<file path="config.mk">
export PLATFORM = sky130hd
export DESIGN_NAME = nexys_input_debounce
export DESIGN_NICKNAME = d
export VERILOG_FILES = /design/src/rtl/debounce_bit.sv /design/src/rtl/nexys_input_debounce.sv
export SDC_FILE = /design/constraint.sdc
export NUM_CORES = 1
export LEC_CHECK = 0
export CAP_MARGIN = 20
export CORE_ASPECT_RATIO = 1.1
export CORE_MARGIN = 10
export CORE_UTILIZATION = 50
export CTS_BUF_LIST = sky130_fd_sc_hd__clkbuf_8
export CTS_CLUSTER_DIAMETER = 200
export CTS_CLUSTER_SIZE = 28
export DETAILED_ROUTE_END_ITERATION = 16
export PLACE_DENSITY = 0.74
export SKIP_CTS_REPAIR_TIMING = 1
export SYNTH_ARGS = -nofsm -noshare
export SYNTH_HDL_FRONTEND = slang
export SYNTH_SLANG_ARGS = --single-unit
</file>
<file path="constraint.sdc">
create_clock -name i_clk -period 3.64 [get_ports i_clk]
set_input_delay 0.364 -clock i_clk [delete_from_list [all_inputs] [get_ports i_clk]]
set_output_delay 0.364 -clock i_clk [all_outputs]
set_load 0.01 [all_outputs]
</file>
<file path="src/rtl/debounce_bit.sv">
// One debounced input: two-flop synchroniser, tick-qualified stability counter,
// registered level, one-cycle edge pulses and a sticky change flag.
module debounce_bit #(
  parameter int   STABLE_TICKS = 10,
  parameter logic RST_VAL      = 1'b0
) (
  input  logic i_clk,
  input  logic i_rst,
  input  logic i_tick,
  input  logic i_pin,
  input  logic i_ack,
  output logic o_state,
  output logic o_rise,
  output logic o_fall,
  output logic o_changed
);

  localparam int               CNT_W    = $clog2(STABLE_TICKS + 1);
  localparam logic [CNT_W-1:0] CNT_LAST = CNT_W'(STABLE_TICKS - 1);

  logic             s1_p1;
  logic             s2_p2;
  logic [CNT_W-1:0] cnt;
  logic             flip;

  // Qualification completes on the tick that sees the last stable count.
  assign flip = i_tick && (s2_p2 != o_state) && (cnt == CNT_LAST);

  always_ff @(posedge i_clk) begin
    if (i_rst) begin
      s1_p1     <= RST_VAL;
      s2_p2     <= RST_VAL;
      cnt       <= '0;
      o_state   <= RST_VAL;
      o_rise    <= 1'b0;
      o_fall    <= 1'b0;
      o_changed <= 1'b0;
    end else begin
      // stage p1/p2: metastability synchroniser
      s1_p1 <= i_pin;
      s2_p2 <= s1_p1;

      // stage p3: stability counter and debounced level
      if (s2_p2 == o_state) begin
        cnt <= '0;
      end else if (i_tick) begin
        cnt <= (cnt == CNT_LAST) ? '0 : cnt + 1'b1;
      end
      if (flip) begin
        o_state <= ~o_state;
      end
      o_rise <= flip & ~o_state;
      o_fall <= flip &  o_state;

      // stage p4: sticky flag; a fresh edge beats a simultaneous ack
      if (o_rise || o_fall) begin
        o_changed <= 1'b1;
      end else if (i_ack) begin
        o_changed <= 1'b0;
      end
    end
  end

endmodule

</file>
<file path="src/rtl/nexys_input_debounce.sv">
// Debouncer and change detector for the Nexys A7 switches/buttons feeding the
// SweRVolf GPIO input bus; shared tick prescaler plus one debounce_bit per input.
module nexys_input_debounce #(
  parameter int               WIDTH        = 16,
  parameter int               TICK_DIV     = 50_000,
  parameter int               STABLE_TICKS = 10,
  parameter logic [WIDTH-1:0] RST_VAL      = '0
) (
  input  logic             i_clk,
  input  logic             i_rst,
  input  logic [WIDTH-1:0] i_pins,
  input  logic [WIDTH-1:0] i_irq_en,
  input  logic [WIDTH-1:0] i_ack,
  output logic [WIDTH-1:0] o_state,
  output logic [WIDTH-1:0] o_rise,
  output logic [WIDTH-1:0] o_fall,
  output logic [WIDTH-1:0] o_changed,
  output logic             o_irq
);

  localparam int                PCNT_W    = $clog2(TICK_DIV);
  localparam logic [PCNT_W-1:0] PCNT_LAST = PCNT_W'(TICK_DIV - 1);

  logic [PCNT_W-1:0] pcnt;
  logic              tick;

  assign tick = (pcnt == PCNT_LAST);

  always_ff @(posedge i_clk) begin
    if (i_rst) begin
      pcnt <= '0;
    end else if (tick) begin
      pcnt <= '0;
    end else begin
      pcnt <= pcnt + 1'b1;
    end
  end

  for (genvar i = 0; i < WIDTH; i++) begin : g_bit
    debounce_bit #(
      .STABLE_TICKS (STABLE_TICKS),
      .RST_VAL      (RST_VAL[i])
    ) u_bit (
      .i_clk     (i_clk),
      .i_rst     (i_rst),
      .i_tick    (tick),
      .i_pin     (i_pins[i]),
      .i_ack     (i_ack[i]),
      .o_state   (o_state[i]),
      .o_rise    (o_rise[i]),
      .o_fall    (o_fall[i]),
      .o_changed (o_changed[i])
    );
  end

  // stage p5: interrupt follows the registered sticky flags by one cycle
  always_ff @(posedge i_clk) begin
    if (i_rst) begin
      o_irq <= 1'b0;
    end else begin
      o_irq <= |(o_changed & i_irq_en);
    end
  end

endmodule
</file>
# [After elaboration in Yosys (flattened, before gate mapping)]
# Index checks and enable logic that the tools add are counted.
# W data, S select, Z words.
[totals] reg_bits=177 out_inout_bits=65 elab_cells=359
[classes] n_addsub=17 n_eq_ne=49 n_mux=48 n_bitwise=49 reduce_logical=82
[ops] operator="$add A4 B1 Y4 const B" count=16
[ops] operator="$eq A4 B4 Y1 const B" count=16
[ops] operator="$mux W4" count=16
[ops] operator="$reduce_or A2 Y1" count=17
[ops] operator="$and A1 B1 Y1" count=32
[ops] operator="$logic_and A1 B1 Y1" count=32
[ops] operator="$mux W1" count=32
[ops] operator="$reduce_bool A2 Y1" count=16
[ops] operator="$add A16 B1 Y16 const B" count=1
[ops] operator="$and A16 B16 Y16" count=1
[ops] operator="$eq A1 B1 Y1" count=16
[ops] operator="$eq A16 B16 Y1 const B" count=1
[ops] operator="$logic_or A1 B1 Y1" count=16
[ops] operator="$ne A1 B1 Y1" count=16
[ops] operator="$not A1 Y1" count=16
[ops] operator="$reduce_or A16 Y1" count=1

# [Depth between registers and ports, before layout]
[depth] depth_word=4 depth_mapped=8 mapped_depth_nobuf=5

# [Cells and area by module]
# From an unflattened synthesis, not the netlist that was laid out.
[hier_totals] hier_cells=701 area_unflattened_um2=7078.0
[by_module_without_submodules] module="debounce_bit" instances=16 cells_each=38 area_per_inst_um2=385.4 seq_area_each_um2=200.2
[by_module_without_submodules] module="nexys_input_debounce" instances=1 cells_each=93 area_per_inst_um2=912.1 seq_area_each_um2=340.3

# [Least setup slack after synthesis]
# No wires, ideal clock.
[synth_path] kind="flip-flop to flip-flop" from="reg pcnt[0]" to="reg g_bit[1].u_bit.cnt[3]" setup_time_ns=0.077 arrival_time_ns=1.750 t_required_ns=3.563 path_slack_ns=1.813 path_stages_with_launch=7 path_buffers=1 period_less_slack_ns=1.827 path_cell_list="dfxtp_1 -> ha_1 -> clkbuf_1 -> and4_1 -> nand4_2 -> or3_1 -> a41oi_2"
[synth_via] elab_chain_len=1
[synth_rtl] item="start, declared" line="nexys_input_debounce.sv:24" text="logic [PCNT_W-1:0] pcnt;"
[synth_rtl] item="start signal, assigned" line="nexys_input_debounce.sv:35" text="pcnt <= pcnt + 1'b1;"
[synth_rtl] item="$eq A16 B16 Y1" line="nexys_input_debounce.sv:27" text="assign tick = (pcnt == PCNT_LAST);"
[synth_rtl] item="end signal, assigned" line="debounce_bit.sv:47" text="cnt <= (cnt == CNT_LAST) ? '0 : cnt + 1'b1;"
[synth_rtl] item="end, declared" line="debounce_bit.sv:23" text="logic [CNT_W-1:0] cnt;"
# No other way between the ends.
# A chain may end at the register's enable or synchronous reset.

# [Final worst setup path]
[layout_path] from="reg pcnt[4]" to="reg g_bit[15].u_bit.o_fall"
[layout_via] elab_chain_len=4
[layout_rtl] item="$eq A16 B16 Y1" line="nexys_input_debounce.sv:27"
[layout_rtl] item="$logic_and A1 B1 Y1 (2 in series)" line="debounce_bit.sv:27" text="assign flip = i_tick && (s2_p2 != o_state) && (cnt == CNT_LAST);"
[layout_rtl] item="$and A1 B1 Y1" line="debounce_bit.sv:53" text="o_fall <= flip & o_state;"
[layout_rtl] item="end signal, assigned" line="debounce_bit.sv:53"
[layout_rtl] item="end, declared" line="debounce_bit.sv:14" text="output logic o_fall,"
# No other way between the ends.

==> flow_summary.toml <==
[global_routing]
grt-ovfl-total = 0
first_global_vias = 5493
grt_usage_pct = 15.7
grt_pass1_wl_um = 27700
antenna_found_initial = 0
grt_start_max_net_pins = 101

[final_layout]
fillers = 1346
multiInputGateArea_um2 = 3490
nets = 967
area_growth_pct = 15.6
seq_area_um2 = 3540
drive_gt1_share_pct = 5.60
post-route-util_pct = 59.4
antenna_cells = 0

[logic_synthesis]
synthSimpleGateAreaFrac_pct = 27.9
yosysTopAreaCellShare_pct = 45.2
synth_xor_area_share_pct = 3.58
synth_compound_gate_area_share_pct = 10.1
ys_warn_count = 0
synth_area_um2 = 7830
yosysUniqueCellTypes = 45
ys_seq_area_share_pct = 45.2
synth_top_family_by_area = "simple AND/OR/NAND/NOR gates"
synth_area_leaders = "dfxtp_1, buf_4, nor2b_1"
yosys_register_bits = 177
muxShareOfSynthArea_pct = 2.68
avgSynthCellArea_um2 = 8.95
synthCells = 875
synthesis.nets = 926
yosysTopAreaCell = "dfxtp_1"
synth-adder-area-share_pct = 0.160

[clocking]
clk_latency_ns = 0.44
cts_made_buffers = 17
cts.path.max_buffers = 2
cts_tree = "yes"
cts.clk_slew.worst_paths_ns = 0.09
root_buffer = "clkbuf_8"
cts.sinks = 177
htree_levels = 4

[timing]
fin_crit_sh_pct = 66.3
fin_skew_ns = 0.00847
clock.fmax_mhz = 414
fin_crit_ns = 2.42
tns_ns = 0
rsz0062_at_grt = "no"
hold_violations = 0
slew_headroom_pct = 35.0
setup_viol = 0
hold_slack_ns = 0.444
worst_slew_pin_slew_ns = 0.975
drv_slew = 0

[critical_path]
cp_max_fo = 30
critPathKind = "reg2reg"
crit_path_end_kind = "flop"
arrival_ns = 2.78
startpoint_type = "flop"
required_ns = 4.00

[die]
num_rows = 47
die_h_um = 151
coreArea_um2 = 15200
io_pins = 115
die_x_um = 139
start_util_pct = 51.4
dieArea_um2 = 21100

[run]
maxCapViolations = 0

[placement]
portBuffers = 114
dp_hpwl_um = 12200
routabilityCongestion = 0.759

[outcome]
outcome = "finished, final reports clean"

[detailed_routing]
wl_per_cell_um = 14.9
vias = 5943
drt_iter0_drc = 353
routed_wl_um = 16800
drcViolationCount = 0
viasPerCell = 5.29
antenna_left = 0
first_pass_iters = 5

[power_and_ir_drop]
power.density_nw_per_um2 = 392
p_leak_nw = 2.95
peakVddDrop_mv = 0.182
p_total_mw = 3.55

[hold_path]
hold_path_class = "reg2reg"
-- cells by family (layout without fill, tap and decap cells) --
family          after synthesis  in the layout
fa+ha+maj                     1              1
xor+xnor                     32             32
compound gates              119            119
buf+inv                     135            188
flops                       177            177
simple gates                390            390
mux                          21             21
-- layer usage --
layer | share of wire [%] | vias up | global-route usage, %
li1 | - | 3051 | -
met2 | 46 | 143 | 25.1
met1 | 48 | 2740 | 20.7
met4 | 0.73 | 0 | 4.80
met3 | 5.8 | 9 | 3.70
met5 | 0 | - | 0
-- through the flow --
step           worst slack (ns)  cells  cell area (um2)
3_3_place_gp               1.32   1093             8610
2_1_floorplan              1.81    875             7830
4_1_cts                    1.23   1124             9050
5_1_grt                    1.06   1124             9050
3_5_place_dp               1.25   1093             8610
6_report                   1.22   1124             9050
-- worst paths after layout --
check / startpoint / end / slack (ns) / cells past startpoint
setup / recovery: pcnt[4]$_SDFF_PP0_ / g_bit[15].u_bit.o_fall$_SDFF_PP0_ / 1.22 / 5
hold / removal: g_bit[13].u_bit.s1_p1$_SDFF_PP0_ / g_bit[13].u_bit.s2_p2$_SDFF_PP0_ / 0.44 / 1
setup reg to reg: pcnt[4]$_SDFF_PP0_ / g_bit[15].u_bit.o_fall$_SDFF_PP0_ / 1.22 / 5
hold reg to reg: g_bit[13].u_bit.s1_p1$_SDFF_PP0_ / g_bit[13].u_bit.s2_p2$_SDFF_PP0_ / 0.44 / 1
-- state kept, by name, indices dropped and copies added, names as in the netlist --
| register | cells |
|---|---|
| g_bit.u_bit.cnt | 64 |
| g_bit.u_bit.o_changed | 16 |
| g_bit.u_bit.o_fall | 16 |
| g_bit.u_bit.o_rise | 16 |
| g_bit.u_bit.o_state | 16 |
| g_bit.u_bit.s1_p1 | 16 |
| g_bit.u_bit.s2_p2 | 16 |
| pcnt | 16 |
| o_irq | 1 |
-- cell type report --
cell class,count,area share (%)
Tap cell,196,2.71
Clock buffer,19,2.89
Sequential cell,177,39.1
Clock inverter,12,1.99
Multi-Input combinational cell,563,38.6
Inverter,36,1.49
Timing Repair Buffer,121,13.2
-- synthesized netlist by cell type (all sizes together) --
| library cell | number |
|---|---|
| a221oi | 3 |
| nor3 | 31 |
| and4 | 17 |
| buf | 78 |
| nor4 | 8 |
| ha | 1 |
| nand3 | 37 |
| nor2b | 64 |
| nand2 | 56 |
| o21ai | 32 |
| xor2 | 3 |
| and4b | 1 |
| a21o | 14 |
| and3 | 2 |
| nand2b | 34 |
| inv | 36 |
| a21oi | 32 |
| a22o | 3 |
| mux2i | 21 |
| and4bb | 1 |
| nand4b | 16 |
| a22oi | 2 |
| o41ai | 16 |
| a31oi | 6 |
| nor4bb | 1 |
| or3 | 11 |
| nor3b | 5 |
| nand4 | 21 |
| a41oi | 11 |
| nor4b | 4 |
| dfxtp | 177 |
| clkbuf | 21 |
| xnor2 | 29 |
| nor2 | 81 |
-- layout by cell type, fill, tap and decap left out, types with 11 or more instances in the layout --
master | synthesis | routed
a21oi_1 | 32 | 32
or3_1 | 11 | 11
o41ai_1 | 16 | 16
mux2i_1 | 21 | 21
nor2_1 | 81 | 81
a21o_1 | 14 | 14
nor2b_1 | 64 | 64
o21ai_0 | 32 | 32
clkbuf_8 | 1 | 19
xnor2_1 | 29 | 29
nand2b_1 | 34 | 34
inv_1 | 36 | 36
nand4b_1 | 16 | 16
dfxtp_1 | 177 | 177
clkdlybuf4s50_1 | 0 | 113
nand3_1 | 37 | 37
nand4_1 | 17 | 17
nand2_1 | 56 | 56
and4_1 | 16 | 16
nor3_1 | 31 | 31
-- power breakdown --
part / leakage, nW / internal [mW] / switching, mW
combinational: 1.30 / 0.0667 / 0.0501
clock: 0.219 / 0.786 / 0.686
sequential: 1.43 / 1.95 / 0.00803
total: 2.95 / 2.81 / 0.744
-- worst max-delay path, cell delays in order (launching register included) --
cell and delay [ns]:
dfxtp_1 0.38, and4bb_2 0.64, and4_2 0.67, nand2b_1 0.10, buf_4 0.26, nor4b_2 0.26
(Power assumes the default switching activity.)
